<file path="config.mk">
export PLATFORM = sky130hd
export DESIGN_NAME = huffman_frame_ctrl
export DESIGN_NICKNAME = d
export VERILOG_FILES = /design/src/rtl/huffman_pkg.sv /design/src/rtl/hfc_frame_buf.sv /design/src/rtl/huffman_frame_ctrl.sv
export SDC_FILE = /design/constraint.sdc
export NUM_CORES = 1
export LEC_CHECK = 0
export BUFFER_PORTS_ARGS = -buffer_cell sky130_fd_sc_hd__buf_4
export CORE_ASPECT_RATIO = 0.75
export CORE_MARGIN = 1.5
export CORE_UTILIZATION = 40
export CTS_BUF_LIST = sky130_fd_sc_hd__clkbuf_16
export CTS_CLUSTER_DIAMETER = 150
export DETAILED_ROUTE_END_ITERATION = 6
export GPL_ROUTABILITY_DRIVEN = 1
export PLACE_DENSITY = 0.65
export REMOVE_ABC_BUFFERS = 1
export SYNTH_ARGS = -nofsm -noshare
export SYNTH_HDL_FRONTEND = slang
export SYNTH_SLANG_ARGS = --single-unit
</file>
<file path="constraint.sdc">
create_clock -name clk -period 4.1 [get_ports clk]
set_input_delay 1.025 -clock clk [delete_from_list [all_inputs] [get_ports clk]]
set_output_delay 1.025 -clock clk [all_outputs]
set_load 0.03 [all_outputs]
</file>
<file path="src/rtl/huffman_pkg.sv">
// -----------------------------------------------------------------------------
// huffman_pkg
// Shared definitions for the Huffman frame sequencer: symbol width, legal
// symbol range, statistics counter width, controller state encoding and a
// saturating increment used by the optional statistics counters.
// -----------------------------------------------------------------------------
package huffman_pkg;

    localparam int SYM_W   = 4;   // width of one Huffman input symbol
    localparam int SYM_MAX = 9;   // largest legal symbol value (not enforced)
    localparam int STAT_W  = 16;  // width of the statistics counters

    typedef enum logic [2:0] {
        ST_COLLECT = 3'd0,  // accepting and storing the upstream frame
        ST_DRAIN   = 3'd1,  // frame overflowed: swallow symbols up to sym_last
        ST_BURST   = 3'd2,  // replaying the stored frame to the datapath
        ST_WAIT    = 3'd3,  // waiting for the datapath to finish the frame
        ST_RECOV   = 3'd4   // holding the datapath in reset after a timeout
    } state_t;

    // Increment that sticks at all-ones instead of wrapping.
    function automatic logic [STAT_W-1:0] sat_inc(input logic [STAT_W-1:0] v);
        return (v == {STAT_W{1'b1}}) ? v : v + 1'b1;
    endfunction

endpackage

</file>
<file path="src/rtl/hfc_frame_buf.sv">
// -----------------------------------------------------------------------------
// hfc_frame_buf
// DEPTH x SYM_W simple dual-port frame buffer with a registered read port.
// The read register returns zero whenever no read is requested, so it can
// drive the datapath symbol bus directly and idle at zero between bursts.
//
// Ports:
//   clk      in   clock
//   rst_n    in   synchronous active-low reset (read register only)
//   wr_en    in   write strobe
//   wr_addr  in   write address
//   wr_data  in   write symbol
//   rd_en    in   read request; data appears on rd_data one cycle later
//   rd_addr  in   read address
//   rd_data  out  registered read symbol (0 when the previous cycle had no read)
// -----------------------------------------------------------------------------
module hfc_frame_buf
    import huffman_pkg::*;
#(
    parameter int DEPTH = 64,
    parameter int AW    = $clog2(DEPTH)
) (
    input  logic             clk,
    input  logic             rst_n,
    input  logic             wr_en,
    input  logic [AW-1:0]    wr_addr,
    input  logic [SYM_W-1:0] wr_data,
    input  logic             rd_en,
    input  logic [AW-1:0]    rd_addr,
    output logic [SYM_W-1:0] rd_data
);

    logic [SYM_W-1:0] mem [DEPTH];
    logic [SYM_W-1:0] rd_data_q;

    // Storage array is deliberately not reset so it maps onto block RAM.
    always_ff @(posedge clk) begin
        if (wr_en) begin
            mem[wr_addr] <= wr_data;
        end
    end

    always_ff @(posedge clk) begin
        if (!rst_n) begin
            rd_data_q <= '0;
        end else if (rd_en) begin
            rd_data_q <= mem[rd_addr];
        end else begin
            rd_data_q <= '0;
        end
    end

    assign rd_data = rd_data_q;

endmodule

</file>
<file path="src/rtl/huffman_frame_ctrl.sv">
// -----------------------------------------------------------------------------
// huffman_frame_ctrl
// Frame sequencer in front of huffman_top. Buffers one upstream frame of
// 4-bit symbols, replays it as a gapless burst framed by hc_start /
// hc_start_done, waits for hc_output_done with a watchdog and, on expiry,
// pulses the datapath reset for two cycles before accepting the next frame.
//
// Optional feature macro: HFC_STATS_EN
//   defined   : frame_cnt counts completed frames, serial_cycles holds the
//               hc_output_start..hc_output_done span of the last frame
//   undefined : both statistics outputs are tied to 0
//
// Ports:
//   clk, rst_n                   clock, synchronous active-low reset
//   sym_valid/sym_ready          upstream handshake
//   sym_data, sym_last           upstream symbol and end-of-frame marker
//   hc_rst_n                     datapath reset (active-low)
//   hc_start, hc_start_done      burst framing pulses to the datapath
//   hc_data                      burst symbol to the datapath (0 when idle)
//   hc_output_start/done         datapath progress, honoured only in WAIT
//   busy                         high in BURST, WAIT and RECOV
//   frame_done                   one-cycle pulse per completed frame
//   err_clr                      clears the sticky error flags
//   err_trunc, err_timeout       sticky overflow / watchdog flags
//   frame_cnt, serial_cycles     statistics (see macro above)
// -----------------------------------------------------------------------------
module huffman_frame_ctrl
    import huffman_pkg::*;
#(
    parameter int DEPTH       = 64,
    parameter int AW          = $clog2(DEPTH),
    parameter int TIMEOUT_CYC = 4096,
    parameter int TW          = 13
) (
    input  logic              clk,
    input  logic              rst_n,
    input  logic              sym_valid,
    output logic              sym_ready,
    input  logic [SYM_W-1:0]  sym_data,
    input  logic              sym_last,
    output logic              hc_rst_n,
    output logic              hc_start,
    output logic              hc_start_done,
    output logic [SYM_W-1:0]  hc_data,
    input  logic              hc_output_start,
    input  logic              hc_output_done,
    output logic              busy,
    output logic              frame_done,
    input  logic              err_clr,
    output logic              err_trunc,
    output logic              err_timeout,
    output logic [STAT_W-1:0] frame_cnt,
    output logic [STAT_W-1:0] serial_cycles
);

    state_t          state_q, state_d;
    logic [AW-1:0]   wr_q, wr_d;             // next buffer write slot
    logic [AW-1:0]   last_idx_q, last_idx_d; // index of final symbol (len-1)
    logic [AW-1:0]   rd_idx_q, rd_idx_d;     // burst read pointer
    logic [TW-1:0]   wd_q, wd_d;             // watchdog
    logic            recov_q, recov_d;       // second RECOV cycle marker
    logic            sym_ready_q, sym_ready_d;
    logic            hc_rst_n_q, hc_rst_n_d;
    logic            hc_start_q, hc_start_d;
    logic            hc_start_done_q, hc_start_done_d;
    logic            busy_q, busy_d;
    logic            frame_done_q, frame_done_d;
    logic            err_trunc_q, err_trunc_d;
    logic            err_timeout_q, err_timeout_d;
    logic            set_trunc, set_timeout;
    logic            accept;
    logic            buf_wr_en;
    logic            buf_rd_en;

    // Handshake uses the registered ready so nothing is accepted while
    // rst_n is low, even though the state already reads COLLECT.
    assign accept    = sym_valid & sym_ready_q;
    assign buf_wr_en = accept && (state_q == ST_COLLECT);
    // Reading starts in the hc_start cycle so buf[0] is on hc_data the
    // cycle after, and continues back-to-back to the last symbol.
    assign buf_rd_en = (state_q == ST_BURST);

    hfc_frame_buf #(
        .DEPTH (DEPTH),
        .AW    (AW)
    ) u_buf (
        .clk     (clk),
        .rst_n   (rst_n),
        .wr_en   (buf_wr_en),
        .wr_addr (wr_q),
        .wr_data (sym_data),
        .rd_en   (buf_rd_en),
        .rd_addr (rd_idx_q),
        .rd_data (hc_data)
    );

    always_comb begin
        state_d         = state_q;
        wr_d            = wr_q;
        last_idx_d      = last_idx_q;
        rd_idx_d        = rd_idx_q;
        wd_d            = wd_q;
        recov_d         = 1'b0;
        hc_rst_n_d      = 1'b1;
        hc_start_d      = 1'b0;
        hc_start_done_d = 1'b0;
        frame_done_d    = 1'b0;
        set_trunc       = 1'b0;
        set_timeout     = 1'b0;

        case (state_q)
            ST_COLLECT: begin
                if (accept) begin
                    wr_d = wr_q + 1'b1;
                    if (sym_last) begin
                        last_idx_d = wr_q;
                        rd_idx_d   = '0;
                        hc_start_d = 1'b1;
                        state_d    = ST_BURST;
                    end else if (wr_q == AW'(DEPTH - 1)) begin
                        // Buffer full without end of frame: keep DEPTH symbols.
                        last_idx_d = wr_q;
                        set_trunc  = 1'b1;
                        state_d    = ST_DRAIN;
                    end
                end
            end

            ST_DRAIN: begin
                if (accept && sym_last) begin
                    rd_idx_d   = '0;
                    hc_start_d = 1'b1;
                    state_d    = ST_BURST;
                end
            end

            ST_BURST: begin
                rd_idx_d = rd_idx_q + 1'b1;
                if (rd_idx_q == last_idx_q) begin
                    // The read issued now lands with the start_done flag.
                    hc_start_done_d = 1'b1;
                    wd_d            = '0;
                    state_d         = ST_WAIT;
                end
            end

            ST_WAIT: begin
                wd_d = wd_q + 1'b1;
                // Done is checked first so a same-cycle expiry is not an error.
                if (hc_output_done) begin
                    frame_done_d = 1'b1;
                    wr_d         = '0;
                    state_d      = ST_COLLECT;
                end else if (wd_q == TW'(TIMEOUT_CYC - 1)) begin
                    set_timeout = 1'b1;
                    hc_rst_n_d  = 1'b0;
                    state_d     = ST_RECOV;
                end
            end

            ST_RECOV: begin
                if (recov_q) begin
                    wr_d    = '0;
                    state_d = ST_COLLECT;
                end else begin
                    recov_d    = 1'b1;
                    hc_rst_n_d = 1'b0;
                end
            end

            default: begin
                state_d = ST_COLLECT;
            end
        endcase

        sym_ready_d   = (state_d == ST_COLLECT) || (state_d == ST_DRAIN);
        busy_d        = (state_d == ST_BURST) || (state_d == ST_WAIT) ||
                        (state_d == ST_RECOV);
        // A new error in the same cycle as err_clr survives the clear.
        err_trunc_d   = set_trunc   | (err_trunc_q   & ~err_clr);
        err_timeout_d = set_timeout | (err_timeout_q & ~err_clr);
    end

    always_ff @(posedge clk) begin
        if (!rst_n) begin
            state_q         <= ST_COLLECT;
            wr_q            <= '0;
            last_idx_q      <= '0;
            rd_idx_q        <= '0;
            wd_q            <= '0;
            recov_q         <= 1'b0;
            sym_ready_q     <= 1'b0;
            hc_rst_n_q      <= 1'b0;
            hc_start_q      <= 1'b0;
            hc_start_done_q <= 1'b0;
            busy_q          <= 1'b0;
            frame_done_q    <= 1'b0;
            err_trunc_q     <= 1'b0;
            err_timeout_q   <= 1'b0;
        end else begin
            state_q         <= state_d;
            wr_q            <= wr_d;
            last_idx_q      <= last_idx_d;
            rd_idx_q        <= rd_idx_d;
            wd_q            <= wd_d;
            recov_q         <= recov_d;
            sym_ready_q     <= sym_ready_d;
            hc_rst_n_q      <= hc_rst_n_d;
            hc_start_q      <= hc_start_d;
            hc_start_done_q <= hc_start_done_d;
            busy_q          <= busy_d;
            frame_done_q    <= frame_done_d;
            err_trunc_q     <= err_trunc_d;
            err_timeout_q   <= err_timeout_d;
        end
    end

    assign sym_ready     = sym_ready_q;
    assign hc_rst_n      = hc_rst_n_q;
    assign hc_start      = hc_start_q;
    assign hc_start_done = hc_start_done_q;
    assign busy          = busy_q;
    assign frame_done    = frame_done_q;
    assign err_trunc     = err_trunc_q;
    assign err_timeout   = err_timeout_q;

`ifdef HFC_STATS_EN
    logic [STAT_W-1:0] frame_cnt_q, frame_cnt_d;
    logic [STAT_W-1:0] serial_q, serial_d;
    logic [STAT_W-1:0] meas_q, meas_d;       // cycles since hc_output_start
    logic              meas_act_q, meas_act_d;

    always_comb begin
        frame_cnt_d = frame_cnt_q;
        serial_d    = serial_q;
        meas_d      = meas_q;
        meas_act_d  = meas_act_q;

        if (frame_done_d) begin
            frame_cnt_d = frame_cnt_q + 1'b1;
        end

        if (state_q == ST_WAIT) begin
            if (hc_output_done) begin
                // Start and done together is a zero-length span.
                serial_d   = (meas_act_q && !hc_output_start) ? meas_q : '0;
                meas_act_d = 1'b0;
            end else if (hc_output_start) begin
                // Start cycle counts as the first cycle of the span.
                meas_d     = {{(STAT_W-1){1'b0}}, 1'b1};
                meas_act_d = 1'b1;
            end else if (meas_act_q) begin
                meas_d = sat_inc(meas_q);
            end
        end else begin
            meas_act_d = 1'b0;
        end
    end

    always_ff @(posedge clk) begin
        if (!rst_n) begin
            frame_cnt_q <= '0;
            serial_q    <= '0;
            meas_q      <= '0;
            meas_act_q  <= 1'b0;
        end else begin
            frame_cnt_q <= frame_cnt_d;
            serial_q    <= serial_d;
            meas_q      <= meas_d;
            meas_act_q  <= meas_act_d;
        end
    end

    assign frame_cnt     = frame_cnt_q;
    assign serial_cycles = serial_q;
`else
    // hc_output_start only feeds the statistics; keep it visibly consumed.
    logic unused_stats_in;
    assign unused_stats_in = hc_output_start;
    assign frame_cnt       = '0;
    assign serial_cycles   = '0;
`endif

endmodule

</file>
==> flow_summary.yaml <==
run_status:
  status: "complete, but fails checks"
  violations: "design-rule violations"
detailed_routing:
  drtPass1Iterations: 7
  via_per_inst: 5.46
  drtIter0Drc: 661
  postRouteAntennaNets: 0
  routedWlPerCell_um: 21.9
  wl_um: 27300
  num_vias: 6805
  drc: 2
worst_setup_path:
  worstSetupPathType: "register to register"
  crit_required_ps: 4540
  r2r-end: "u_buf.rd_data[0]$_SDFF_PN0_"
  reg2reg_depth: 5
  arrival_ps: 3210
  timing.rr.start: "rd_idx_q[1]$_SDFFE_PN0P_"
  start_kind: "register"
  crit_fanout: 32
  crit_path_end_kind: "register"
  reg2reg_setup_slack_ps: 1330
logic_synthesis:
  yosys-top-cells-area: "edfxtp_1 61%, mux4_2 8.1%, dfxtp_1 7.5%"
  synthCells: 807
  syn_area_um2: 12500
  synthArstFlopShare: 0
  yosysSeqAreaShare: 0.690
  yosysTopAreaCellShare: 0.615
  yosysTopAreaCell: "edfxtp_1"
  ys_ff_latch: 303
  synth_ff_type: "edfxtp_1"
  yosysWarnings: 0
  synth_cell_types: 53
  synth_edf_count: 256
  syn_area_per_cell_um2: 15.5
timing:
  worstMarginPinSlew_ps: 832
  final-max-slew-violation-count: 0
  holdWs_ps: 480
  finalHoldViolCount: 0
  final.period_utilization: 0.677
  rsz0062_at_grt: "no"
  min_period_ps: 2770
  finClkSkew_ps: 15.0
  fmax_mhz: 361
  setup_viol: 0
  fin_ws_ps: 1330
  setup_tns_ps: 0
  relSlewSlack: 0.444
placement:
  port_buffers: 21
  dpl.hpwl_um: 16900
  gp_congestion: 0.811
  dpl_worst_slack_ps: 828
cts:
  cts-buffers-inserted: 30
  htreeDepth: 1
  postCtsSetupBuffers: 0
  cts_tree: "built"
  clockBufferDepth: 3
  insertion_delay_ps: 560
  post_cts_resized: 0
  clk_pin_slew_ps: 70
  hold_buffers: 0
  clkSinkCount: 303
  cts-root-buf: "clkbuf_16"
grt:
  grt_max_degree: 65
  grt_usage: 0.169
  grt_pass1_vias: 6715
  antenna_found_initial: 0
  grt_pass1_wl_um: 41600
  overflow: 0
pwr:
  fin_total_pwr_mw: 6.53
  p_leak_nw: 4.36
  peakVddDrop_mv: 0.452
  p_per_area_nw_per_um2: 468
finish:
  multi_input_area_um2: 3500
  diodes: 0
  seq_area_um2: 8630
  area_growth_syn_to_layout_pct: 11.4
  finish.utilization: 0.457
  final_nets: 838
  fill_cells: 2634
  drive_above_1_share: 0.154
die:
  num_rows: 55
  die_width_um: 207
  core_area_um2: 30500
  dieArea_um2: 32300
  ios: 55
  die_y_um: 156
  start_util: 0.410
worst_hold_path:
  min_path_type: "register to register"
  min-delay-start: "err_trunc$_SDFF_PN0_"
  worstHoldPathCells: 2
  holdPathEnd: "err_trunc$_SDFF_PN0_"
run:
  cap_violations: 0
-- cell usage in the layout, fill, tap and decap left out, types with 16 or more instances in the layout --
cell and n:
nand2_1 28, buf_4 30, mux2i_1 53, nand3_1 18, nor2_1 104, mux4_2 45, clkbuf_16 31, dfxtp_1 44
conb_1 32, edfxtp_1 256, o21ai_0 16, a21oi_1 24
-- metrics by stage --
stage | std cells | cell area (µm²)
after floorplan | 762 | 12100
after global routing | 1247 | 13900
final | 1247 | 13900
after detailed placement | 1191 | 12900
after global placement | 1191 | 12900
after CTS | 1247 | 13900
-- cells by family after synthesis --
family,Yosys count,synth area share
AO/OA/AOI/OAI,96,0.0524
multiplexers,100,0.125
XOR/XNOR,15,0.0105
flip-flops,303,0.690
adder cells (fa/ha/maj),3,0.00300
buffers and inverters,79,0.0397
other,1,0.000300
AND/OR/NAND/NOR,210,0.0788
-- cell usage after synthesis (3+ instances only) --
| library cell | instances |
|---|---|
| buf_2 | 16 |
| nand2b_1 | 5 |
| o221ai_1 | 12 |
| o22ai_1 | 3 |
| a221oi_1 | 4 |
| xnor2_1 | 11 |
| edfxtp_1 | 256 |
| and2_1 | 5 |
| xor2_1 | 4 |
| nand4_1 | 10 |
| nand3b_1 | 6 |
| a211oi_1 | 3 |
| ha_1 | 3 |
| buf_6 | 3 |
| nor2_1 | 104 |
| buf_4 | 42 |
| nand3_1 | 18 |
| nor3_1 | 7 |
| o21ai_0 | 16 |
| nor2b_1 | 6 |
| dfxtp_1 | 47 |
| nor4_1 | 3 |
| mux4_2 | 45 |
| a32o_1 | 3 |
| clkbuf_1 | 11 |
| a21oi_1 | 24 |
| and3_1 | 8 |
| nand2_1 | 28 |
| mux2i_1 | 53 |
| a21boi_0 | 6 |
| buf_1 | 4 |
| o21a_1 | 12 |
-- critical path: stages (launching register included) --
cell and delay, ps:
dfxtp_2 660, buf_4 600, mux4_2 610, mux2i_1 250
o21ai_0 190, a32o_1 320
-- state kept, by name, summed over array words and instances, names as in the netlist, 3 cells and up --
signal         cells
state_q            3
rd_idx_q           6
wr_q               6
u_buf.mem        256
wd_q              13
u_buf.rd_data      4
last_idx_q         6
-- how the worst max path moves through the flow --
stage	from	endpoint	slack, ps	cells after the start
after global routing	rd_idx_q[1]$_SDFFE_PN0P_	wd_q[7]$_SDFFE_PN0P_	1190	6
after CTS	rd_idx_q[1]$_SDFFE_PN0P_	u_buf.rd_data[1]$_SDFF_PN0_	1310	6
after global placement	sym_valid	u_buf.mem[38][0]$_DFFE_PP_	960	6
after detailed placement	sym_valid	u_buf.mem[39][0]$_DFFE_PP_	830	5
final	rd_idx_q[1]$_SDFFE_PN0P_	u_buf.rd_data[0]$_SDFF_PN0_	1330	5
after floorplan	rd_idx_q[0]$_SDFFE_PN0P_	u_buf.rd_data[2]$_SDFF_PN0_	-6	5
-- routing by layer --
metal | wire, µm | share of wire | vias up | global-route usage
met2 | 12000 | 0.44 | 285 | 0.254
met4 | 437 | 0.016 | 0 | 0.0392
met3 | 2400 | 0.088 | 37 | 0.0401
met5 | 0 | 0 | - | 0
li1 | - | - | 3073 | -
met1 | 12500 | 0.46 | 3410 | 0.247
-- layout make-up --
| class | count | area share |
|---|---|---|
| clock buffer | 31 | 0.0557 |
| clock inverter | 25 | 0.0207 |
| inverter | 3 | 0.000808 |
| multi-input combinational | 456 | 0.251 |
| sequential | 303 | 0.620 |
| tap | 399 | 0.0358 |
| timing repair buffer | 30 | 0.0162 |
-- power by group --
| group | total [mW] | switching [mW] | internal (mW) | leakage, nW |
|---|---|---|---|---|
| clock network | 2.92 | 1.17 | 1.75 | 0.519 |
| logic | 0.236 | 0.164 | 0.0720 | 1.16 |
| registers | 3.37 | 0.0227 | 3.35 | 2.68 |
Note: power is estimated with default switching activity, not from simulation.
